==> src/rtl/gemm_stream_host_if.sv <==
// Word-stream and core-side bus bundle for gemm_stream_host.
// The slave view belongs to the host block; the master view belongs to its environment.
interface gemm_stream_host_if;
    logic [31:0]  in_data;
    logic         in_valid;
    logic         in_ready;
    logic [127:0] gemm_A;
    logic [127:0] gemm_B;
    logic [127:0] gemm_out;
    logic [31:0]  out_data;
    logic         out_valid;
    logic         out_ready;
    logic         busy;

    modport slave (
        input  in_data, in_valid, gemm_out, out_ready,
        output in_ready, gemm_A, gemm_B, out_data, out_valid, busy
    );

    modport master (
        output in_data, in_valid, gemm_out, out_ready,
        input  in_ready, gemm_A, gemm_B, out_data, out_valid, busy
    );
endinterface

==> src/rtl/gemm_stream_host.sv <==
// Streams eight operand words into a 2x2 GEMM core, waits out its fixed
// pipeline latency, then streams the four result words back out.
module gemm_stream_host #(
    parameter int LATENCY = 6
) (
    input  logic               clk,
    input  logic               rst,
    gemm_stream_host_if.slave  bus
);

    localparam int LCNT_W = (LATENCY > 1) ? $clog2(LATENCY) : 1;
    localparam logic [LCNT_W-1:0] LCNT_LAST = LCNT_W'(LATENCY - 1);

    typedef enum logic [1:0] {
        S_LOAD  = 2'd0,
        S_WAIT  = 2'd1,
        S_DRAIN = 2'd2
    } state_t;

    state_t              r_state;
    state_t              w_state_next;
    logic [2:0]          r_wcnt;
    logic [LCNT_W-1:0]   r_lcnt;
    logic [1:0]          r_rcnt;
    logic [127:0]        r_result;

    logic                w_in_hs;
    logic                w_out_hs;
    logic                w_load_done;
    logic                w_capture;
    logic                w_drain_done;
    logic [255:0]        w_ab_flat;
    logic [31:0]         w_result_word [4];

    always_comb begin
        w_state_next = r_state;
        w_in_hs      = 1'b0;
        w_out_hs     = 1'b0;
        w_load_done  = 1'b0;
        w_capture    = 1'b0;
        w_drain_done = 1'b0;
        case (r_state)
            S_LOAD: begin
                w_in_hs = bus.in_valid;
                if (w_in_hs && (r_wcnt == 3'd7)) begin
                    w_load_done  = 1'b1;
                    w_state_next = S_WAIT;
                end
            end
            S_WAIT: begin
                // Only the sample at the full latency is meaningful; earlier core
                // outputs still carry stale pipeline contents.
                if (r_lcnt == LCNT_LAST) begin
                    w_capture    = 1'b1;
                    w_state_next = S_DRAIN;
                end
            end
            S_DRAIN: begin
                w_out_hs = bus.out_ready;
                if (w_out_hs && (r_rcnt == 2'd3)) begin
                    w_drain_done = 1'b1;
                    w_state_next = S_LOAD;
                end
            end
            default: w_state_next = S_LOAD;
        endcase
    end

    always_ff @(posedge clk or negedge rst) begin
        if (!rst) begin
            r_state  <= S_LOAD;
            r_wcnt   <= 3'd0;
            r_lcnt   <= '0;
            r_rcnt   <= 2'd0;
            r_result <= '0;
        end else begin
            r_state <= w_state_next;

            if (w_drain_done) begin
                r_wcnt <= 3'd0;
            end else if (w_in_hs) begin
                r_wcnt <= r_wcnt + 3'd1;
            end

            if (w_load_done) begin
                r_lcnt <= '0;
            end else if (r_state == S_WAIT) begin
                r_lcnt <= r_lcnt + 1'b1;
            end

            if (w_capture) begin
                r_result <= bus.gemm_out;
                r_rcnt   <= 2'd0;
            end else if (w_out_hs) begin
                r_rcnt <= r_rcnt + 2'd1;
            end
        end
    end

    // Slots 0-3 hold A, slots 4-7 hold B; each only changes on its own load handshake.
    genvar gi;
    generate
        for (gi = 0; gi < 8; gi++) begin : g_slot
            logic [31:0] r_word;
            always_ff @(posedge clk or negedge rst) begin
                if (!rst) begin
                    r_word <= '0;
                end else if (w_in_hs && (r_wcnt == 3'(gi))) begin
                    r_word <= bus.in_data;
                end
            end
            assign w_ab_flat[32*gi +: 32] = r_word;
        end

        for (gi = 0; gi < 4; gi++) begin : g_result
            assign w_result_word[gi] = r_result[32*gi +: 32];
        end
    endgenerate

    assign bus.gemm_A    = w_ab_flat[127:0];
    assign bus.gemm_B    = w_ab_flat[255:128];
    assign bus.in_ready  = (r_state == S_LOAD);
    assign bus.out_valid = (r_state == S_DRAIN);
    assign bus.busy      = (r_state == S_WAIT) || (r_state == S_DRAIN);
    assign bus.out_data  = (r_state == S_DRAIN) ? w_result_word[r_rcnt] : 32'd0;

endmodule

==> src/flat_wrapper.sv <==
// flat-port wrapper written by rule: the top's interface ports become plain ports
module gemm_stream_host_flat 
#(
    parameter int LATENCY = 6
)
  (clk, rst, bus_in_data, bus_in_valid, bus_gemm_out, bus_out_ready, bus_in_ready, bus_gemm_A, bus_gemm_B, bus_out_data, bus_out_valid, bus_busy);
  gemm_stream_host_if bus_i ();
  input  logic clk;
  input  logic rst;
  input wire logic [$bits(bus_i.in_data)-1:0] bus_in_data;
  input wire logic [$bits(bus_i.in_valid)-1:0] bus_in_valid;
  input wire logic [$bits(bus_i.gemm_out)-1:0] bus_gemm_out;
  input wire logic [$bits(bus_i.out_ready)-1:0] bus_out_ready;
  output wire logic [$bits(bus_i.in_ready)-1:0] bus_in_ready;
  output wire logic [$bits(bus_i.gemm_A)-1:0] bus_gemm_A;
  output wire logic [$bits(bus_i.gemm_B)-1:0] bus_gemm_B;
  output wire logic [$bits(bus_i.out_data)-1:0] bus_out_data;
  output wire logic [$bits(bus_i.out_valid)-1:0] bus_out_valid;
  output wire logic [$bits(bus_i.busy)-1:0] bus_busy;
  assign bus_i.in_data = bus_in_data;
  assign bus_i.in_valid = bus_in_valid;
  assign bus_i.gemm_out = bus_gemm_out;
  assign bus_i.out_ready = bus_out_ready;
  assign bus_in_ready = bus_i.in_ready;
  assign bus_gemm_A = bus_i.gemm_A;
  assign bus_gemm_B = bus_i.gemm_B;
  assign bus_out_data = bus_i.out_data;
  assign bus_out_valid = bus_i.out_valid;
  assign bus_busy = bus_i.busy;
  gemm_stream_host #(.LATENCY(LATENCY)) u_core (.clk(clk), .rst(rst), .bus(bus_i));
endmodule
==> config.mk <==
export PLATFORM = sky130hd
export DESIGN_NAME = gemm_stream_host_flat
export DESIGN_NICKNAME = d
export VERILOG_FILES = /design/src/rtl/gemm_stream_host_if.sv /design/src/rtl/gemm_stream_host.sv /design/src/flat_wrapper.sv
export SDC_FILE = /design/constraint.sdc
export NUM_CORES = 1
export LEC_CHECK = 0
export ABC_AREA = 1
export CAP_MARGIN = 20
export CORE_ASPECT_RATIO = 0.8
export CORE_MARGIN = 2
export CORE_UTILIZATION = 25
export DETAILED_ROUTE_END_ITERATION = 12
export GPL_TIMING_DRIVEN = 1
export MAX_ROUTING_LAYER = met4
export PLACE_DENSITY = 0.58
export SLEW_MARGIN = 10
export SYNTH_ARGS = -nofsm -noshare
export SYNTH_HDL_FRONTEND = slang
export SYNTH_SLANG_ARGS = --single-unit
==> constraint.sdc <==
create_clock -name clk -period 2.85 [get_ports clk]
set_input_delay 0.285 -clock clk [delete_from_list [all_inputs] [get_ports clk]]
set_output_delay 0.285 -clock clk [all_outputs]
set_load 0.02 [all_outputs]
=== After elaboration in Yosys (flattened, before gate mapping) ===
Index checks and enable logic that the tools add are counted.
W data, S select, Z words.

* Flip-flop bits (word level): 394
* Input port bits: 164
* Output and inout port bits: 291

* Add/sub/neg operators: 3
* Magnitude comparators: 1
* Eq/ne operators: 14
* Muxes and demuxes: 22
* Bitwise operators: 1
* Reductions and logical operators: 17

{| class="wikitable"
|+ Operator list
! operator !! count
|-
| $mux W32 || 3
|-
| $bmux W32 S2 || 1
|-
| $eq A3 B3 Y1 const B || 5
|-
| $mux W3 || 4
|-
| $logic_and A1 B1 Y1 || 10
|-
| $mux W2 || 5
|-
| $mux W1 || 8
|-
| $add A3 B1 Y3 const B || 2
|-
| $eq A3 B2 Y1 const B || 2
|-
| $ne A2 B1 Y1 const B || 3
|-
| $pmux W2 S3 || 1
|-
| $reduce_bool A2 Y1 || 3
|-
| $eq A2 B2 Y1 const B || 2
|-
| $eq A3 B1 Y1 const B || 1
|-
| $ge A3 B3 Y1 const B || 1
|-
| $logic_not A3 Y1 || 1
|-
| $not A2 Y3 || 1
|-
| $reduce_and A3 Y1 || 1
|-
| $add A2 B1 Y2 const B || 1
|-
| $eq A2 B1 Y1 const B || 1
|-
| $logic_not A2 Y1 || 1
|-
| $logic_or A1 B1 Y1 || 1
|}

=== Logic depth before layout (Yosys ltp) ===
Gate-level depths: netlist (run 1).

* Depth in word-level cells: 5
* Depth in mapped cells: 9
* Gate-level depth less buffers: 7

=== Worst setup path before layout (run 1) ===
OpenSTA, ideal clock, no wires.

* Kind: flip-flop to output port
* Start: reg u_core.r_state[0]
* End: out bus_out_data[10]
* Arrival: 1.486 ns
* Required time: 2.565 ns
* Path slack: 1.079 ns
* Cell stages (with the launch flop): 6
* Buffers on the path: 1
* Cells stage by stage: dfrtp_1 inv_1 ha_1 inv_1 clkbuf_1 a21oi_1

* Longest elaborated chain between the ends: 2

{| class="wikitable"
|+ RTL lines
! element !! line !! source
|-
| start: declaration || gemm_stream_host.sv:20 || <nowiki>state_t r_state;</nowiki>
|-
| start signal: assignment || gemm_stream_host.sv:77 || <nowiki>r_state <= w_state_next;</nowiki>
|-
| $eq A2 B2 Y1 || - ||
|-
| named net bus_out_valid || flat_wrapper.sv:18 || <nowiki>output wire logic [$bits(bus_i.out_valid)-1:0] bus_out_valid;</nowiki>
|-
| $mux W32 || gemm_stream_host.sv:125 || <nowiki>assign bus.out_data = (r_state == S_DRAIN) ? w_result_word[r_rcnt] : 32'd0;</nowiki>
|-
| end: declaration || flat_wrapper.sv:17 || <nowiki>output wire logic [$bits(bus_i.out_data)-1:0] bus_out_data;</nowiki>
|}

The timed path passes the listed nets, and every way through them passes these cells.

=== Worst setup path in the final report (run 1) ===
* Start: reg u_core.r_state[0]
* End: out bus_out_data[31]

* Longest elaborated chain between the ends: 2

{| class="wikitable"
|+ RTL lines
! element !! line
|-
| $eq A2 B2 Y1 || gemm_stream_host.sv:125
|-
| $mux W32 || gemm_stream_host.sv:125
|}

Every way passes these cells.

==> run summary, run 1 <==
commonest non-fill, non-tap cell in the layout - nand2_1
max-capacitance violation count - 0
CTS tree - yes
RSZ-0062 raised after global routing - no
Seq pwr share - 0.350
layout net count - 2340
Tcrit/Tclk final - 0.905
CP Capture Type - output port
FP Rows - 83
Switching Fraction - 0.380
Worst-Margin Slew - 0.724 ns
share of layout cells above drive strength 1 - 0.0851
worst path required time - 2.57 ns
drt via density - 4.35
DRT Pass-1 Iters - 5
Hold WC Path Type - primary input to flip-flop
# Post-CTS Setup Buffers - 0
CP Cell Sequence - inv_1, ha_1, inv_1, buf_4, a21oi_1, dlygate4sd2_1
Sink Count - 394
max incr delay on CP - 0.40 ns
top cell type's share of synthesized area - 0.608
cell-internal power - 17.1 mW
Synthesis Warnings - 0
chip width - 289 um
DR WL/cell - 17.1 um
Fill cells - 6471
GRT overflow - 0
Mapped Cells - 1727
Yosys top cell by area - dfrtp_1
Leak Pwr - 11.0 nW
Detailed Route WL - 52200 um
syn_nets - 1903
synthesized cell area - 16200 um2
Overall Global Routing Usage - 0.157
Hold Startpoint - bus_gemm_out[55]
max-slew violations - 0
WP buf/inv - 4
area delta synth->final - 43.9%
flops & latches, synth - 394
DP Cell Count - 2966
Max Clk Rate - 388 MHz
vias in the first global route - 13300
Peak VDD IR - 0.000644 V
1st-iter DRT viols - 941
Design Power - 27.5 mW
Clock Skews - 0.0200 ns
DRC violations left - 0
status - completed
CP delay by family, top - buffers and inverters
DR vias - 13300
DP HPWL - 37100 um
number of port buffers - 454
Skew-Pair Late Insertion Delay - 0.57 ns
final cell count without fillers - 3052
Power per Cell Area - 1180 nW/um2
CP max FO - 33
CTS Buffer Depth - 3
register area share after synthesis - 0.608
Core ar. - 64200 um2
Reg clk slew, reported paths - 0.06 ns
commonest cells after routing, fill and taps aside - nand2_1, clkdlybuf4s50_1, dfrtp_1, inv_1, o21ai_0
Final ANT Viol Nets - 0
multi-input logic area - 5040 um2
largest net degree at the start of global routing - 80
CP startpoint - u_core.r_state[0]
Slowest cell on crit path - dfrtp_1
Net Sw Power - 10.5 mW
number of H-tree levels - 2
combinational share of power - 0.431
CP dominant cell by count - inv_1
Clk network pwr share - 0.219
critical path class - flip-flop to output port
DIE AREA - 66900 um2
CTS buffer count - 45
FF+latch area - 9860 um2
Fin Setup TNS - 0 ns
Setup Viol. Count Final - 0
Die Ht - 232 um
root buf cell - clkbuf_16
Final Hold Viols - 0
Worst slew margin - 0.517
initial antenna violation count - 5
global-route wire length before repair - 79100 um
fin util - 0.364
initial core utilization - 0.253
Tmin final - 2.58 ns
CP Launch Type - flip-flop
Placer Congestion - 0.870
Ports - 455
RR Startpoint - u_core.r_state[0]
syn_area_per_cell - 9.39 um2
CP arrival - 2.29 ns
Synth cell types - 25
largest cells by area after synthesis - dfrtp_1, nand2_1, o21ai_0
per-stage QoR:
step           setup slack (ns)  hold WS, ns  instance area [um2]
2_1_floorplan              1.08      -0.0106                16200
3_3_place_gp              0.617        0.328                21700
3_5_place_dp              0.585        0.337                21700
4_1_cts                0.000314        0.241                23200
5_1_grt                   0.120        0.266                23300
6_report                  0.272        0.283                23300
kinds of logic after synthesis:
family	share of synthesized area
AOI/OAI and AO/OA	0.145
adders and majority gates	0.00926
DFF	0.608
xor gates and xnor gates	0.000540
and+or+nand+nor	0.156
buffers and inverters	0.0809
power groups by stage:
stage	clock network (mW)	logic [mW]	registers [mW]
finish	6.03	11.9	9.64
global route	6.49	12.9	9.94
CTS	6.26	12.0	9.65
detailed placement	0	12.0	9.70
global placement	0	11.8	9.62
floorplan	0	4.33	11.6
layer usage:
layer	routed length [um]	track usage	part of all wire	up-vias
met5	0	-	0	-
met4	1510	0.0580	0.029	0
met3	3000	0.0305	0.058	90
met2	25000	0.248	0.48	399
met1	22700	0.201	0.44	6394
li1	-	-	-	6389
flip-flops by register name (all words and copies together), names as in the netlist:
signal / cells
u_core.r_lcnt: 3
u_core.r_state: 2
u_core.r_wcnt: 3
u_core.r_result: 128
u_core.g_slot.r_word: 256
u_core.r_rcnt: 2
cell usage after synthesis, drive strengths merged:
library cell and count:
o21ai 290, nor3 1, nand2 439, ha 12
buf 78, nand3 72, xnor2 1, clkbuf 24
nand4 1, inv 176, nor2 105, a21oi 133
or2 1, dfrtp 394
worst min-delay path: cells and delay by family:
| family | cells | cell delay (ns) |
|---|---|---|
| buf+inv | 1 | 0.40 |
| simple gates | 1 | 0.06 |
| compound gates | 1 | 0.06 |
final timing paths:
path,endpoint,slack (ns),depth (start not counted)
min in group asynchronous,u_core.r_result[70],0.30,2
max,bus_out_data[31],0.27,6
min reg2reg,u_core.g_slot[0].r_word[24],0.48,2
min,u_core.r_result[55],0.28,3
max reg2reg,u_core.g_slot[2].r_word[27],0.71,8
max in group asynchronous,u_core.g_slot[5].r_word[6],1.61,3
area by class of cell:
type / count / area share
Clock buffer: 67 / 0.0565
Antenna cell: 4 / 0.000429
Timing Repair Buffer: 492 / 0.220
Sequential cell: 394 / 0.423
Multi-Input combinational cell: 1055 / 0.216
Tap cell: 850 / 0.0456
Inverter: 176 / 0.0288
Clock inverter: 14 / 0.00970
what timing repair did:
item                       in CTS  in global routing
gates cloned                    0                  0
hold buffers                    1                  0
gates resized for setup         1                 31
hold endpoints to repair       67                  0
setup endpoints to repair       1                 31
(Power assumes the default switching activity.)
==> run 2, diff against run 1 <==
TNS_END_PERCENT = 5   (was default)
==> results of run 2 <==
Same layout as run 1: the final DEF is identical, and so are final timing and power.
==> edit (settings of run 1) <==
Reset style: synchronous (`rst`), changed in 2 clocked blocks.
--- a/src/rtl/gemm_stream_host.sv
+++ b/src/rtl/gemm_stream_host.sv
@@ -66,7 +66,7 @@
         endcase
     end
 
-    always_ff @(posedge clk or negedge rst) begin
+    always_ff @(posedge clk) begin
         if (!rst) begin
             r_state  <= S_LOAD;
             r_wcnt   <= 3'd0;
@@ -102,7 +102,7 @@
     generate
         for (gi = 0; gi < 8; gi++) begin : g_slot
             logic [31:0] r_word;
-            always_ff @(posedge clk or negedge rst) begin
+            always_ff @(posedge clk) begin
                 if (!rst) begin
                     r_word <= '0;
                 end else if (w_in_hs && (r_wcnt == 3'(gi))) begin
Formal check against the unedited RTL: differs if rst is asserted again (counterexample within 4 cycles, from zero or initial values and one cycle with rst low); with rst held inactive, the same outputs for 4 cycles.
==> edit against run 1 <==
Critical path depth stayed put. Die area is 8.4% lower. Sequential cell count stayed put. Global-route usage is 2.4 points higher. Sequential share of layout area is 5.6 points lower. Area after synthesis is 8.5% lower. Final area is 7.7% lower. Critical path type unchanged. Synthesized cell count is 12% higher. Routed wire length is 7.7% higher. Setup slack worse by 0.13 ns. Register-to-register slack worse by 0.14 ns.
Power is not compared: it rests on default switching activity, and its combinational part moved more than twofold at a synthesized area within 25%.
==> edit: results (changes against run 1) <==
- The largest clock skew in the final design came to 0.01709 ns (was 0.02001 ns).
- Most frequent cells after synthesis: nor2_1 (451), dfxtp_1 (394), o21ai_0 (338), a21oi_1 (262), nand2_1 (181) (was nand2_1 (437), dfrtp_1 (394), inv_1 (173), o21ai_0 (169), a21oi_1 (133))
* Routability Congestion: 0.8527 (was 0.8704)
- The count of fill cells added during filler insertion came to 5931 (was 6471).
- Cell area after placement: 19950 um2 (was 21690 um2)
- First DRT Iteration DRCs: 935 (was 941)
* Initial antenna violation count: 0 (was 5)
- Register with the highest flop count: u_core.g_slot.r_word (unchanged)
* Wire per inst: 18.02 um (was 17.11 um)
* Maximum number of pins on one net before global-route repair: 194 (was 80)
* Wire length of the first global-routing pass: 84.22 mm (was 79.10 mm)
* Compound-gate portion of the synthesized area: 20.80% (was 14.54%)
- Area share of xor/xnor cells in the synthesized design: 0.1181% (was 0.05401%)
* Max_slew headroom: 48.33% (was 51.75%)
- The detailed-placement wirelength estimate came to 38.56 mm (was 37.06 mm).
- The fraction of layout instances using a drive strength above 1 is 5.357% (was 8.508%).
- CTS Buffer Depth: 3 (unchanged)
- The per-cell via count in the routed design came to 4.610 (was 4.349).
- Clock-pin slew reported for the worst setup and hold paths after clock tree synthesis: 0.06 ns (about the same)
- Synth unique cells: 26 (was 25)
- Synth Area in Adders: 1.012% (was 0.9259%)
* Main area contributors after synthesis: dfxtp_1 (53%), nor2_1 (11%), o21ai_0 (11%), a21oi_1 (8.8%), nand2_1 (4.6%) (was dfrtp_1 (61%), nand2_1 (10%), o21ai_0 (5.2%), a21oi_1 (4.1%), inv_1 (4.0%))
- The net count of the finished layout is 2495 (was 2340).
* Most common flop cell mapped by yosys: dfxtp_1 (was dfrtp_1)
- Overall global routing resource usage: 18.17% (was 15.75%)
* Worst-path maximum fanout: 33 (unchanged)
* Vias in the first global route: 13796 (was 13316)
* Status: finished, final reports clean (unchanged)
* Post-synthesis async set-or-reset flop share: 0% (was 100.0%)
- The data arrival time of the worst path is 2.43 ns (was 2.29 ns).
* Multiplexer share of the synthesized area: 0% (unchanged)
* Number of iterations in the first detailed-routing pass: 7 (was 5)
- Number of buffers created by CTS: 44 (was 45)
* Number of diodes added for antenna fixing: 0 (was 4)
* H-Tree Depth: 2 (unchanged)
* Clock root buffer: clkbuf_16 (unchanged)
- The total of buffers placed on input and output ports came to 454 (unchanged).
- Post-synth net total: 2111 (was 1903)
* Share of the yosys chip area belonging to registers: 53.17% (was 60.80%)
edit: changes by cell type after synthesis, moves of 42 or more:
cell / delta
o21ai_0: +169
nor2_1: +350
a21oi_1: +129
o21ai_2: -64
inv_1: -99
dfrtp_1: -394
dfxtp_1: +394
o21ai_1: -42
nand2_1: -256
clkbuf_1: +49
edit: per-layer routing:
| layer | vias up | wire length (um) | track usage [%] |
|---|---|---|---|
| li1 | 7094 | - | - |
| met5 | - | 0 | - |
| met4 | 0 | 1195 | 4.777 |
| met2 | 545 | 25900 | 28.97 |
| met3 | 80 | 4847 | 5.047 |
| met1 | 6668 | 24310 | 22.59 |
edit: final timing paths:
| check | from | endpoint | slack (ns) | cells past startpoint |
|---|---|---|---|---|
| setup / recovery | u_core.r_state[0] | bus_out_data[11] | 0.14 | 6 |
| hold / removal | rst | u_core.g_slot[7].r_word[27] | 0.12 | 3 |
| setup reg to reg | u_core.r_state[0] | u_core.g_slot[4].r_word[27] | 0.57 | 8 |
| hold reg to reg | u_core.r_result[53] | u_core.r_result[53] | 0.45 | 2 |
edit: cell type report:
type / instances / share of cell area [%]
Sequential cell: 394 / 36.64
Multi-Input combinational cell: 1310 / 27.57
Clock inverter: 15 / 0.9935
Clock buffer: 64 / 5.932
Timing Repair Buffer: 483 / 22.83
Timing Repair inverter: 1 / 0.03486
Inverter: 85 / 1.540
Tap cell: 769 / 4.468
edit: kinds of logic after synthesis:
family,count (synthesis)
XOR/XNOR,2
flip-flops,394
AO/OA/AOI/OAI,616
adder cells (fa/ha/maj),12
buffers and inverters,231
AND/OR/NAND/NOR,680
edit: timing repair:
action                     in CTS  in global routing
gates cloned                    1                  0
setup endpoints to repair      26                 18
hold buffers                    0                  0
resized for setup               5                 17
setup buffers                   1                  2
edit: report_power, final:
part / internal (W) / leakage, nW / total, W / switching (W)
combinational: 0.000564 / 3.71 / 0.00132 / 0.000751
sequential: 0.00563 / 3.19 / 0.00571 / 0.0000754
clock: 0.00356 / 0.733 / 0.00588 / 0.00232
total: 0.00976 / 7.63 / 0.0129 / 0.00314
edit: per-stage QoR:
step                         TNS, ns  instances  hold WS, ns  power (W)  setup slack [ns]
after detailed placement           0       3038       0.4460   0.007153            0.4108
after global routing      -0.0006626       3121       0.1349    0.01343        -0.0006626
after global placement             0       3038       0.4397   0.007140            0.4903
after floorplan                    0       1935       0.4199   0.006404             1.158
after CTS                          0       3119      0.08143    0.01309           0.01307
final                              0       3121       0.1164    0.01290            0.1395
edit: worst max-delay path, stage by stage (launching register included):
cell	delay, ns
dfxtp_1	0.32
inv_1	0.08
ha_1	0.25
inv_1	0.06
buf_4	0.25
a21oi_1	0.24
clkdlybuf4s50_1	0.64
